### src/rtl/page_table_walker.sv
// Two-level (Sv32-style) page table walker shared by an instruction and a data
// requester. One walk at a time; the result is presented for a single RESP cycle.
module page_table_walker #(
  parameter int unsigned MEM_LAT_MAX = 255
) (
  input  logic        clk,
  input  logic        rst_n,
  input  logic [31:0] csr_satp,
  input  logic [1:0]  priv,
  input  logic        sstatus_sum,
  input  logic        flush,
  input  logic        i_req,
  input  logic [31:0] i_va,
  output logic        i_ack,
  output logic [31:0] i_pa,
  output logic        i_fault,
  input  logic        d_req,
  input  logic [31:0] d_va,
  input  logic        d_is_store,
  output logic        d_ack,
  output logic [31:0] d_pa,
  output logic        d_fault,
  output logic        mem_req,
  output logic [31:0] mem_addr,
  input  logic        mem_valid,
  input  logic [31:0] mem_rdata,
  output logic [31:0] faulting_va
);

  localparam int unsigned CW = $clog2(MEM_LAT_MAX + 1);
  localparam logic [CW-1:0] CNT_LIM = CW'(MEM_LAT_MAX - 1);

  localparam logic [2:0] IDLE  = 3'd0;
  localparam logic [2:0] L1    = 3'd1;
  localparam logic [2:0] L0    = 3'd2;
  localparam logic [2:0] RESP  = 3'd3;
  localparam logic [2:0] DRAIN = 3'd4;

  logic [2:0]    state_q, state_d;
  logic          last_q, last_d;    // 1 = data side granted last
  logic          side_q, side_d;    // 1 = data side owns the walk
  logic          store_q, store_d;
  logic [31:0]   va_q, va_d;
  logic [19:0]   root_q, root_d;
  logic [1:0]    priv_q, priv_d;
  logic          sum_q, sum_d;
  logic [CW-1:0] cnt_q, cnt_d;
  logic [31:0]   addr_q, addr_d;
  logic [31:0]   pa_q, pa_d;
  logic          fault_q, fault_d;
  logic [31:0]   fva_q, fva_d;

  logic          gnt_data;
  logic [31:0]   gnt_va;
  logic          go_resp;
  logic          resp_fault;
  logic [31:0]   resp_pa;

  logic unused_bits;
  assign unused_bits = ^{csr_satp[30:20], mem_rdata[31:30], mem_rdata[9:8], mem_rdata[5]};

  // Data wins a tie unless it was the side granted last.
  assign gnt_data = d_req & (~i_req | ~last_q);
  assign gnt_va   = gnt_data ? d_va : i_va;

  // Permission/flag checks applied to any leaf PTE.
  function automatic logic leaf_fault(input logic [31:0] pte, input logic inst,
                                      input logic store, input logic [1:0] prv,
                                      input logic sum);
    logic user, sup, load;
    user = (prv == 2'b00);
    sup  = (prv == 2'b01);
    load = !inst && !store;
    leaf_fault = !pte[0] || (pte[2] && !pte[1]) || (user && !pte[4]) ||
                 (sup && pte[4] && !sum) || (sup && pte[4] && inst) || !pte[6] ||
                 (inst && !pte[3]) || (load && !pte[1]) || (store && (!pte[2] || !pte[7]));
  endfunction

  // Next-state, walk sequencing and result computation.
  always_comb begin
    state_d    = state_q;
    last_d     = last_q;
    side_d     = side_q;
    store_d    = store_q;
    va_d       = va_q;
    root_d     = root_q;
    priv_d     = priv_q;
    sum_d      = sum_q;
    cnt_d      = cnt_q;
    addr_d     = addr_q;
    pa_d       = pa_q;
    fault_d    = fault_q;
    fva_d      = fva_q;
    go_resp    = 1'b0;
    resp_fault = 1'b0;
    resp_pa    = '0;
    case (state_q)
      IDLE: begin
        if (i_req || d_req) begin
          side_d  = gnt_data;
          last_d  = gnt_data;
          va_d    = gnt_va;
          store_d = gnt_data & d_is_store;
          root_d  = csr_satp[19:0];
          priv_d  = priv;
          sum_d   = sstatus_sum;
          cnt_d   = '0;
          if (!csr_satp[31]) begin
            state_d = RESP;
            pa_d    = gnt_va;
            fault_d = 1'b0;
            fva_d   = gnt_va;
          end else begin
            state_d = L1;
            addr_d  = {csr_satp[19:0], 12'b0} + {20'b0, gnt_va[31:22], 2'b00};
          end
        end
      end
      L1: begin
        if (flush) begin
          // A response landing in the same cycle is already consumed.
          state_d = mem_valid ? IDLE : DRAIN;
        end else if (mem_valid) begin
          if (!mem_rdata[0] || (mem_rdata[2] && !mem_rdata[1])) begin
            go_resp    = 1'b1;
            resp_fault = 1'b1;
          end else if (!mem_rdata[1] && !mem_rdata[3]) begin
            state_d = L0;
            cnt_d   = '0;
            addr_d  = {mem_rdata[29:10], 12'b0} + {20'b0, va_q[21:12], 2'b00};
          end else begin
            go_resp    = 1'b1;
            resp_fault = leaf_fault(mem_rdata, !side_q, store_q, priv_q, sum_q) ||
                         (mem_rdata[19:10] != 10'd0);
            resp_pa    = {mem_rdata[29:20], va_q[21:0]};
          end
        end else if (cnt_q == CNT_LIM) begin
          go_resp    = 1'b1;
          resp_fault = 1'b1;
        end else begin
          cnt_d = cnt_q + CW'(1);
        end
      end
      L0: begin
        if (flush) begin
          state_d = mem_valid ? IDLE : DRAIN;
        end else if (mem_valid) begin
          go_resp    = 1'b1;
          resp_fault = (!mem_rdata[1] && !mem_rdata[3]) ||
                       leaf_fault(mem_rdata, !side_q, store_q, priv_q, sum_q);
          resp_pa    = {mem_rdata[29:10], va_q[11:0]};
        end else if (cnt_q == CNT_LIM) begin
          go_resp    = 1'b1;
          resp_fault = 1'b1;
        end else begin
          cnt_d = cnt_q + CW'(1);
        end
      end
      RESP: state_d = IDLE;
      DRAIN: begin
        if (mem_valid || cnt_q == CNT_LIM) begin
          state_d = IDLE;
        end else begin
          cnt_d = cnt_q + CW'(1);
        end
      end
      default: state_d = IDLE;
    endcase
    if (go_resp) begin
      state_d = RESP;
      fault_d = resp_fault;
      pa_d    = resp_fault ? 32'd0 : resp_pa;
      fva_d   = va_q;
    end
  end

  // State registers.
  always_ff @(posedge clk or negedge rst_n) begin
    if (!rst_n) begin
      state_q <= IDLE;
      last_q  <= 1'b0;
      side_q  <= 1'b0;
      store_q <= 1'b0;
      va_q    <= '0;
      root_q  <= '0;
      priv_q  <= '0;
      sum_q   <= 1'b0;
      cnt_q   <= '0;
      addr_q  <= '0;
      pa_q    <= '0;
      fault_q <= 1'b0;
      fva_q   <= '0;
    end else begin
      state_q <= state_d;
      last_q  <= last_d;
      side_q  <= side_d;
      store_q <= store_d;
      va_q    <= va_d;
      root_q  <= root_d;
      priv_q  <= priv_d;
      sum_q   <= sum_d;
      cnt_q   <= cnt_d;
      addr_q  <= addr_d;
      pa_q    <= pa_d;
      fault_q <= fault_d;
      fva_q   <= fva_d;
    end
  end

  logic unused_root;
  assign unused_root = ^root_q;

  assign i_ack       = (state_q == RESP) && !side_q;
  assign d_ack       = (state_q == RESP) && side_q;
  assign i_pa        = i_ack ? pa_q : 32'd0;
  assign d_pa        = d_ack ? pa_q : 32'd0;
  assign i_fault     = i_ack & fault_q;
  assign d_fault     = d_ack & fault_q;
  assign mem_req     = (state_q == L1) || (state_q == L0);
  assign mem_addr    = mem_req ? addr_q : 32'd0;
  assign faulting_va = fva_q;

endmodule

### config.mk
export PLATFORM = sky130hd
export DESIGN_NAME = page_table_walker
export DESIGN_NICKNAME = d
export VERILOG_FILES = /design/src/rtl/page_table_walker.sv
export SDC_FILE = /design/constraint.sdc
export NUM_CORES = 1
export LEC_CHECK = 0
export ABC_AREA = 1
export BUFFER_PORTS_ARGS = -buffer_cell sky130_fd_sc_hd__buf_2
export CAP_MARGIN = 20
export CORE_MARGIN = 4
export CORE_UTILIZATION = 52
export CTS_BUF_LIST = sky130_fd_sc_hd__clkbuf_8
export DETAILED_ROUTE_END_ITERATION = 12
export PLACE_DENSITY_LB_ADDON = 0.05
export SETUP_SLACK_MARGIN = 0.3
export SLEW_MARGIN = 30
export SYNTH_ARGS = -nofsm -noshare
export SYNTH_HDL_FRONTEND = slang
export SYNTH_SLANG_ARGS = --single-unit
### constraint.sdc
create_clock -name clk -period 2.6 [get_ports clk]
set_input_delay 0.39 -clock clk [delete_from_list [all_inputs] [get_ports clk]]
set_output_delay 0.39 -clock clk [all_outputs]
set_load 0.02 [all_outputs]
======== Word level (Yosys, flattened, before mapping) ========
Cells that the tools add are included.
operators by class
  shifts and indexed selects .............. 0
  magnitude comparators ................... 0
  reduce and logical (&&, ||, !) cells .... 48
  equal/unequal tests ..................... 24
  multiplexer cells ....................... 64
  multiply operators ...................... 0
  div/mod/pow operators ................... 0
  $add $sub $neg .......................... 3
  bitwise gates (word level) .............. 7
operator list
  operator             count
  $mux 32              22
  $pmux 32 s2          2
  $mux 8               9
  $add 32x12->32       2
  $pmux 8 s4           1
  $mux 3               9
  $ne 2x2->1 const B   9
  $mux 1               17
  $ne 3x3->1 const B   5
  $logic_or 1x1->1     14
  $logic_and 1x1->1    12
  $ne 4x4->1 const B   3
  $pmux 3 s4           1
  $logic_not 1->1      10
  $reduce_bool 10->1   1
  $add 8x1->8 const B  1
  $eq 8x8->1 const B   1
  $reduce_and 8->1     1
  $reduce_and 7->1     1
  $eq 3x2->1 const B   2
  $reduce_and 6->1     1
  $reduce_bool 2->1    3
  $and 1x1->1          4
  $pmux 1 s2           2
  other kinds (12)     13
storage, ports and cells
  memories kept ........................... 0
  memory bits (read-only) ................. 0
  latch bits .............................. 0
  register bits ........................... 145
  logic and storage cells ................. 157
  memory bits (writable) .................. 0

======== Logic depth before layout (Yosys ltp) ========
Gate-level depths: netlist of the first run.
  word-level depth ........................ 18
  depth in mapped cells ................... 13

======== Least setup slack after synthesis of the first run ========
Ideal clock, no wire load.
  path kind ............................... reg2out
  from .................................... register state_q[1]
  to ...................................... output d_pa[10]
  cell stages (with the launch flop) ...... 6
  arrival time ............................ 2.018 ns
  data required time ...................... 2.210 ns
  setup slack ............................. 0.192 ns
  cells stage by stage .................... dfrtp_1 > inv_2 > nor4_1 > inv_1 > clkbuf_1 > nor2_1
on the way
  longest elaborated chain between the ends .. 3
RTL lines
  what                      RTL line  text
  start: declaration        39        logic [2:0] state_q, state_d;
  start signal: assignment  194       state_q <= state_d;
  $eq 3x2->1                214       assign d_ack = (state_q == RESP) && side_q;
  $logic_and 1x1->1         214
  named net d_ack           20        output logic d_ack,
  $mux 32                   216       assign d_pa = d_ack ? pa_q : 32'd0;
  end: declaration          21        output logic [31:0] d_pa,
The timed path passes the listed nets, and every way through them passes these cells.

======== Worst setup path after layout of the first run ========
  from .................................... register state_q[1]
  to ...................................... output d_pa[18]
on the way
  longest elaborated chain between the ends .. 3
RTL lines
  what               RTL line
  $eq 3x2->1         214
  $logic_and 1x1->1  214
  $mux 32            216
No other way between the ends.

==> impl_metrics.ini, run 1 <==
[yosys]
synth-edff-count = 0
synth.cell_area_mm2 = 0.00791
synth.area.mux_share = 0
synth-compound-area-share = 0.117
synth.distinct_cells = 33
syn-mean-instance-area_um2 = 7.03
synthFlopType = sky130_fd_sc_hd__dfrtp_1
async_reset_ff_frac = 1.00
dominant_combinational_cell_family_by_area_after_synthesis = simple AND/OR/NAND/NOR gates
synth_register_bits = 143
post_synth_and_or_nand_nor_area_fraction = 0.326
synth_warnings = 0
seq_area_frac_synth = 0.452
synth_xor_area_frac = 0.00664
synthesis.instances = 1126
synth_adder_area_share = 0.00316

[power_and_ir_drop]
pwr-share-comb = 0.538
switching_share = 0.479
pwr-share-clk = 0.149
leakage_nw = 5.48
p_total_mw = 12.1
p_sw_mw = 5.81
irDropWorstVdd_mv = 0.623
pwr-share-seq = 0.314
power_density_mw_per_mm2 = 1210
internal_power_mw = 6.31

[global_routing]
grt.overflow.total = 0
vias_in_the_first_global_route = 7849
grt_max_degree = 66
antenna_found_initial = 0
wire_length_of_the_first_global_routing_pass_mm = 40.6
grt_use_total = 0.293

[detailed_routing]
detailroute.wirelength.met2_mm = 12.6
met3RoutedLength_mm = 1.70
viasPerCell = 5.25
ant_nets = 0
wl_per_cell_um = 16.2
highest_signal_layer_in_the_routed_design = met4
routed-via-count = 8230
drc_errors = 0
wirelength_met1_mm = 10.4
detailedRoute.firstPassIterationCount = 5
detailedRoute.firstIterationViolations = 702
wl_mm = 25.5

[setup_path]
crit_type = reg -> out
path_cells = inv_4 > nor4_4 > inv_2 > buf_12 > nor2_1 > buf_2
crit_path_end_kind = primary output
worstPathMaxFanout = 17
element_type_at_the_critical_path_start = flip-flop
reg2reg_setup_slack_ns = 0.49
critical_path.slowest_cell = sky130_fd_sc_hd__dfrtp_2
critPathRequiredTime_ns = 2.21
timing.critical_path.arrival_ns = 1.89
cp_slowest_stage_delay_ns = 0.44
critical_path.startpoint = state_q[1]$_DFFE_PN0P_
r2r_start = cnt_q[0]$_DFFE_PN0P_

[die]
initial_core_util = 0.538
die-area_mm2 = 0.0173
die-height_um = 131
core_region_area_mm2 = 0.0147
row_count = 44
number_of_i_o_pins = 271
die_width_um = 131

[placed_design]
placement.io_buffers = 252
globalplace.congestion = 0.864
dpl.hpwl_mm = 18.5
dpl_worst_slack_ns = 0.501

[timing]
final.period_utilization = 0.877
clock_skew_ns = 0.0136
layout_min_cycle_time_ns = 2.28
timing.fmax_mhz = 438
final-hold-violation-count = 0
setup_viol = 0
timing_max_transition_violations_final = 0
tns_ns = 0
rsz0062_at_grt = yes
slew_headroom = 0.576
tightestPinTransition_ns = 0.632
final_critical_path_setup_slack_ns = 0.319
whs_ns = 0.126

[clocking]
cts_buffers = 17
clk_transition_reported_paths_ns = 0.08
cts_htree_levels = 4
clk-insertion-delay-late_ns = 0.46
clock_sinks = 143
tritoncts_clock_tree = yes
root_buffer = sky130_fd_sc_hd__clkbuf_8
cts_buffer_depth = 2

[flow_run]
max_cap_violations = 0

[final_layout]
num-nets-final = 1512
layout.filler_cells = 1333
antenna_cells_inserted = 0
layout-area-overhead-vs-synth_pct = 26.7
final_layout_size_suffix_gt1_frac = 0.268

[status]
status = completed

[worst_hold_path]
hold_path_startpoint = priv[0]
worst_hold_path_type = in -> reg
stage by stage:
stage | instances | utilization | cell area, um2
after floorplan | 1127 | - | 7930
after global placement | 1526 | 0.637 | 9360
after detailed placement | 1526 | 0.637 | 9360
after CTS | 1565 | 0.670 | 9850
after global routing | 1569 | 0.682 | 10000
final | 1569 | 0.682 | 10000
worst paths after layout:
path / end / cells after the start
worst max-delay path: d_pa[18] / 6
worst min-delay path: priv_q[0]$_DFFE_PN0P_ / 3
worst max register to register: faulting_va[26]$_DFFE_PN0P_ / 12
worst min register to register: faulting_va[4]$_DFFE_PN0P_ / 2
max in group asynchronous: addr_q[22]$_DFFE_PN0P_ / 3
min in group asynchronous: cnt_q[3]$_DFFE_PN0P_ / 2
worst max-delay path, delay by kind of cell (launching register included):
kind / cells / cell delay [ns]
buffers and inverters: 4 / 0.55
AND/OR/NAND/NOR: 2 / 0.45
flip-flops: 1 / 0.44
power by group through the flow:
stage	logic [mW]	clock network, mW	registers, mW
final	6.52	1.80	3.80
after global routing	7.26	1.91	3.92
after CTS	6.37	1.82	3.79
after detailed placement	6.23	0	3.83
after global placement	6.13	0	3.80
after floorplan	4.08	0	4.02
cells in the final DEF (no fill, tap or decap), drive strengths merged:
cell type / instances
xor2: 5
o221ai: 1
o21ai: 95
xnor2: 1
nor2: 162
dfrtp: 143
dlygate4sd3: 1
o211ai: 30
nand3b: 1
nor4: 2
o22ai: 2
nand4: 14
clkbuf: 21
nor3: 1
buf: 288
bufinv: 2
a21oi: 41
clkinvlp: 3
or2: 24
nand2: 369
conb: 2
ha: 2
inv: 114
nand3: 54
clkinv: 7
logic make-up after synthesis:
kind of cell	after synthesis
fa+ha+maj	2
xor+xnor	6
simple gates	627
buf+inv	178
flops	143
compound gates	169
other cells	1
layer usage:
layer	up-vias	GRT usage
li1	4023	-
met1	3842	0.366
met2	317	0.504
met3	48	0.0619
met4	0	0.108
met5	-	0
cell usage after synthesis, types with 2 or more instances:
cell | n | area share
sky130_fd_sc_hd__a21oi_1 | 41 | 0.026
sky130_fd_sc_hd__buf_2 | 14 | 0.0089
sky130_fd_sc_hd__buf_4 | 5 | 0.0047
sky130_fd_sc_hd__buf_6 | 6 | 0.0085
sky130_fd_sc_hd__clkbuf_1 | 37 | 0.018
sky130_fd_sc_hd__clkinv_1 | 2 | 0.00095
sky130_fd_sc_hd__dfrtp_1 | 143 | 0.45
sky130_fd_sc_hd__ha_1 | 2 | 0.0032
sky130_fd_sc_hd__inv_1 | 106 | 0.050
sky130_fd_sc_hd__inv_2 | 7 | 0.0033
sky130_fd_sc_hd__nand2_1 | 366 | 0.17
sky130_fd_sc_hd__nand2_2 | 3 | 0.0024
sky130_fd_sc_hd__nand3_1 | 50 | 0.032
sky130_fd_sc_hd__nand3_2 | 2 | 0.0025
sky130_fd_sc_hd__nand3_4 | 2 | 0.0044
sky130_fd_sc_hd__nand4_1 | 14 | 0.011
sky130_fd_sc_hd__nor2_1 | 159 | 0.075
sky130_fd_sc_hd__nor2_2 | 3 | 0.0024
sky130_fd_sc_hd__nor4_1 | 2 | 0.0016
sky130_fd_sc_hd__o211ai_1 | 30 | 0.028
sky130_fd_sc_hd__o21ai_0 | 87 | 0.055
sky130_fd_sc_hd__o21ai_1 | 8 | 0.0051
sky130_fd_sc_hd__o22ai_1 | 2 | 0.0016
sky130_fd_sc_hd__or2_0 | 2 | 0.0016
sky130_fd_sc_hd__or2_1 | 3 | 0.0024
sky130_fd_sc_hd__or2_2 | 19 | 0.015
sky130_fd_sc_hd__xor2_1 | 5 | 0.0055
timing repair:
action,in CTS,in global routing
setup buffers,6,4
hold endpoints to repair,59,0
endpoints found under the setup margin,96,114
hold buffers,1,0
pin swaps,2,3
gates resized for setup,8,54
flip-flops by register name (all words and copies together) (netlist names):
| name | count |
|---|---|
| fault_q | 1 |
| faulting_va | 32 |
| side_q | 1 |
| store_q | 1 |
| cnt_q | 8 |
| va_q | 32 |
| state_q | 3 |
| priv_q | 2 |
| sum_q | 1 |
| pa_q | 32 |
| addr_q | 30 |
layout make-up:
class	instances	area, um2	share of cell area
Tap cell	184	230	0.0230
Clock buffer	21	289	0.0288
Sequential cell	143	3580	0.357
Timing Repair Buffer	289	1700	0.169
Inverter	115	445	0.0444
Multi-Input combinational cell	806	3670	0.366
Clock inverter	11	115	0.0115
(Power assumes the default switching activity.)
==> run 2, diff against run 1 <==
Settings changed: CORE_ASPECT_RATIO set to 1.75, CTS_BUF_LIST sky130_fd_sc_hd__clkbuf_8 to sky130_fd_sc_hd__clkbuf_2 sky130_fd_sc_hd__clkbuf_4 sky130_fd_sc_hd__clkbuf_8.
==> run 2 against run 1 <==
Effect of this change: maximum frequency increased by 0.36%; largest power group unchanged; combinational power is 2% higher; global-route usage grew 0.46 points; worst setup slack improved by 0.0082 ns.
==> impl_metrics.ini, run 2 (synthesized netlist as in run 1, its figures left out) <==
[worst_hold_path]
worst_hold_path_type = in -> reg

[global_routing]
antenna_found_initial = 0
grt_max_degree = 58
grt_use_total = 0.298
wire_length_of_the_first_global_routing_pass_mm = 39.6
grt.overflow.total = 0
vias_in_the_first_global_route = 7841

[die]
initial_core_util = 0.531
die-height_um = 171
die_width_um = 101
core_region_area_mm2 = 0.0149
number_of_i_o_pins = 271
die-area_mm2 = 0.0173
row_count = 59

[final_layout]
antenna_cells_inserted = 0
final_layout_size_suffix_gt1_frac = 0.274
layout.cells.most_common = sky130_fd_sc_hd__nand2_1
layout-area-overhead-vs-synth_pct = 27.1
final_cell_mix = sky130_fd_sc_hd__nand2_1, sky130_fd_sc_hd__buf_2, sky130_fd_sc_hd__nor2_1
layout.filler_cells = 1433
num-nets-final = 1512

[clocking]
clk_transition_reported_paths_ns = 0.09
cts_buffers = 17
clock_sinks = 143
cts_buffer_depth = 2
clk-insertion-delay-late_ns = 0.46
cts_htree_levels = 4
tritoncts_clock_tree = yes
root_buffer = sky130_fd_sc_hd__clkbuf_8

[setup_path]
element_type_at_the_critical_path_start = flip-flop
cp.buffers_inverters = 3
critical_path.slowest_cell = sky130_fd_sc_hd__dfrtp_2
crit_path_end_kind = primary output
cp_slowest_stage_delay_ns = 0.48
timing.critical_path.arrival_ns = 1.88
crit_type = reg -> out
worstPathMaxFanout = 29
cpLargestDelayFamily = simple AND/OR/NAND/NOR gates
critPathRequiredTime_ns = 2.21
path_cells = nor4_4 > inv_2 > buf_12 > nor2_1 > buf_4

[detailed_routing]
ant_nets = 0
wl_per_cell_um = 16.7
detailedRoute.firstPassIterationCount = 6
wl_mm = 26.1
drc_errors = 0
viasPerCell = 5.26
routed-via-count = 8247
detailedRoute.firstIterationViolations = 372

[placed_design]
globalplace.congestion = 0.878
dpl.hpwl_mm = 19.0
dpl_worst_slack_ns = 0.306
placement.io_buffers = 252

[timing]
final-hold-violation-count = 0
clock_skew_ns = 0.0180
layout_min_cycle_time_ns = 2.27
slew_headroom = 0.549
tns_ns = 0
timing.fmax_mhz = 440
timing_max_transition_violations_final = 0
final_critical_path_setup_slack_ns = 0.327
setup_viol = 0
rsz0062_at_grt = yes
final.period_utilization = 0.874
tightestPinTransition_ns = 0.672

[power_and_ir_drop]
power_density_mw_per_mm2 = 1210
leakage_nw = 5.46
p_total_mw = 12.2
irDropWorstVdd_mv = 0.646

[flow_run]
max_cap_violations = 0

[status]
status = completed
run 2: cell count changes in the layout (fill, tap and decap cells not counted), moves of 5 or more:
cell	previous run	this run
sky130_fd_sc_hd__buf_2	220	212
sky130_fd_sc_hd__buf_4	60	66
sky130_fd_sc_hd__inv_6	1	6
sky130_fd_sc_hd__nor2_1	153	147
sky130_fd_sc_hd__nor2_2	6	12
run 2: power breakdown:
part	internal [mW]	leakage [nW]	switching (mW)
combinational	2.16	3.51	4.49
sequential	3.29	1.76	0.537
clock	0.725	0.191	1.01
total	6.17	5.46	6.03
run 2: path summary, 6_finish.rpt:
check | slack, ns | cells past startpoint | from | to
min in group asynchronous | 0.39 | 2 | rst_n | addr_q[19]$_DFFE_PN0P_
max in group asynchronous | 1.44 | 3 | rst_n | state_q[1]$_DFFE_PN0P_
worst min register to register | 0.49 | 2 | sum_q$_DFFE_PN0P_ | sum_q$_DFFE_PN0P_
worst max register to register | 0.44 | 10 | state_q[2]$_DFFE_PN0P_ | pa_q[7]$_DFFE_PN0P_
worst max-delay path | 0.33 | 5 | state_q[2]$_DFFE_PN0P_ | d_pa[6]
worst min-delay path | 0.13 | 3 | priv[0] | priv_q[0]$_DFFE_PN0P_
run 2: repair_timing:
| action | in CTS | in global routing |
|---|---|---|
| pin swaps | 1 | 3 |
| gates cloned | 0 | 1 |
| setup buffers | 4 | 8 |
| resized for setup | 18 | 61 |
| endpoints found under the hold margin | 38 | 0 |
| hold buffers | 1 | 0 |
| endpoints found under the setup margin | 89 | 125 |
run 2: area by class of cell:
class / instances / area, um2 / share of cell area
tap: 183 / 229 / 0.0228
multi-input combinational: 806 / 3690 / 0.367
sequential: 143 / 3580 / 0.356
clock buffer: 18 / 241 / 0.0240
timing repair buffer: 288 / 1710 / 0.170
clock inverter: 14 / 145 / 0.0144
timing repair inverter: 1 / 7.51 / 0.000746
inverter: 115 / 448 / 0.0445
run 2: metrics by stage:
step,cell area [um2],instances,utilization,hold WS (ns)
after floorplan,7930,1127,-,0.0944
after global placement,9350,1522,0.627,0.324
after detailed placement,9350,1522,0.627,0.325
after CTS,9830,1559,0.659,0.109
after global routing,10100,1568,0.675,0.128
final,10100,1568,0.675,0.134
run 2: worst reg2reg max path, cell delays in order (launching register included):
cell and delay (ns):
sky130_fd_sc_hd__dfrtp_2 0.48, sky130_fd_sc_hd__buf_4 0.15, sky130_fd_sc_hd__buf_4 0.13, sky130_fd_sc_hd__nor2_4 0.14, sky130_fd_sc_hd__nand2_1 0.12, sky130_fd_sc_hd__nand3_4 0.19, sky130_fd_sc_hd__nand3_4 0.12, sky130_fd_sc_hd__nand2_4 0.21
sky130_fd_sc_hd__buf_12 0.28, sky130_fd_sc_hd__nand3_1 0.21, sky130_fd_sc_hd__nand2_1 0.09
run 2: per-layer routing:
layer,track usage,vias to the layer above,part of all wire
met1,0.340,3803,0.36
met3,0.0381,70,0.069
met4,0.148,0,0.047
met5,0,-,0
met2,0.537,353,0.52
li1,-,4021,-
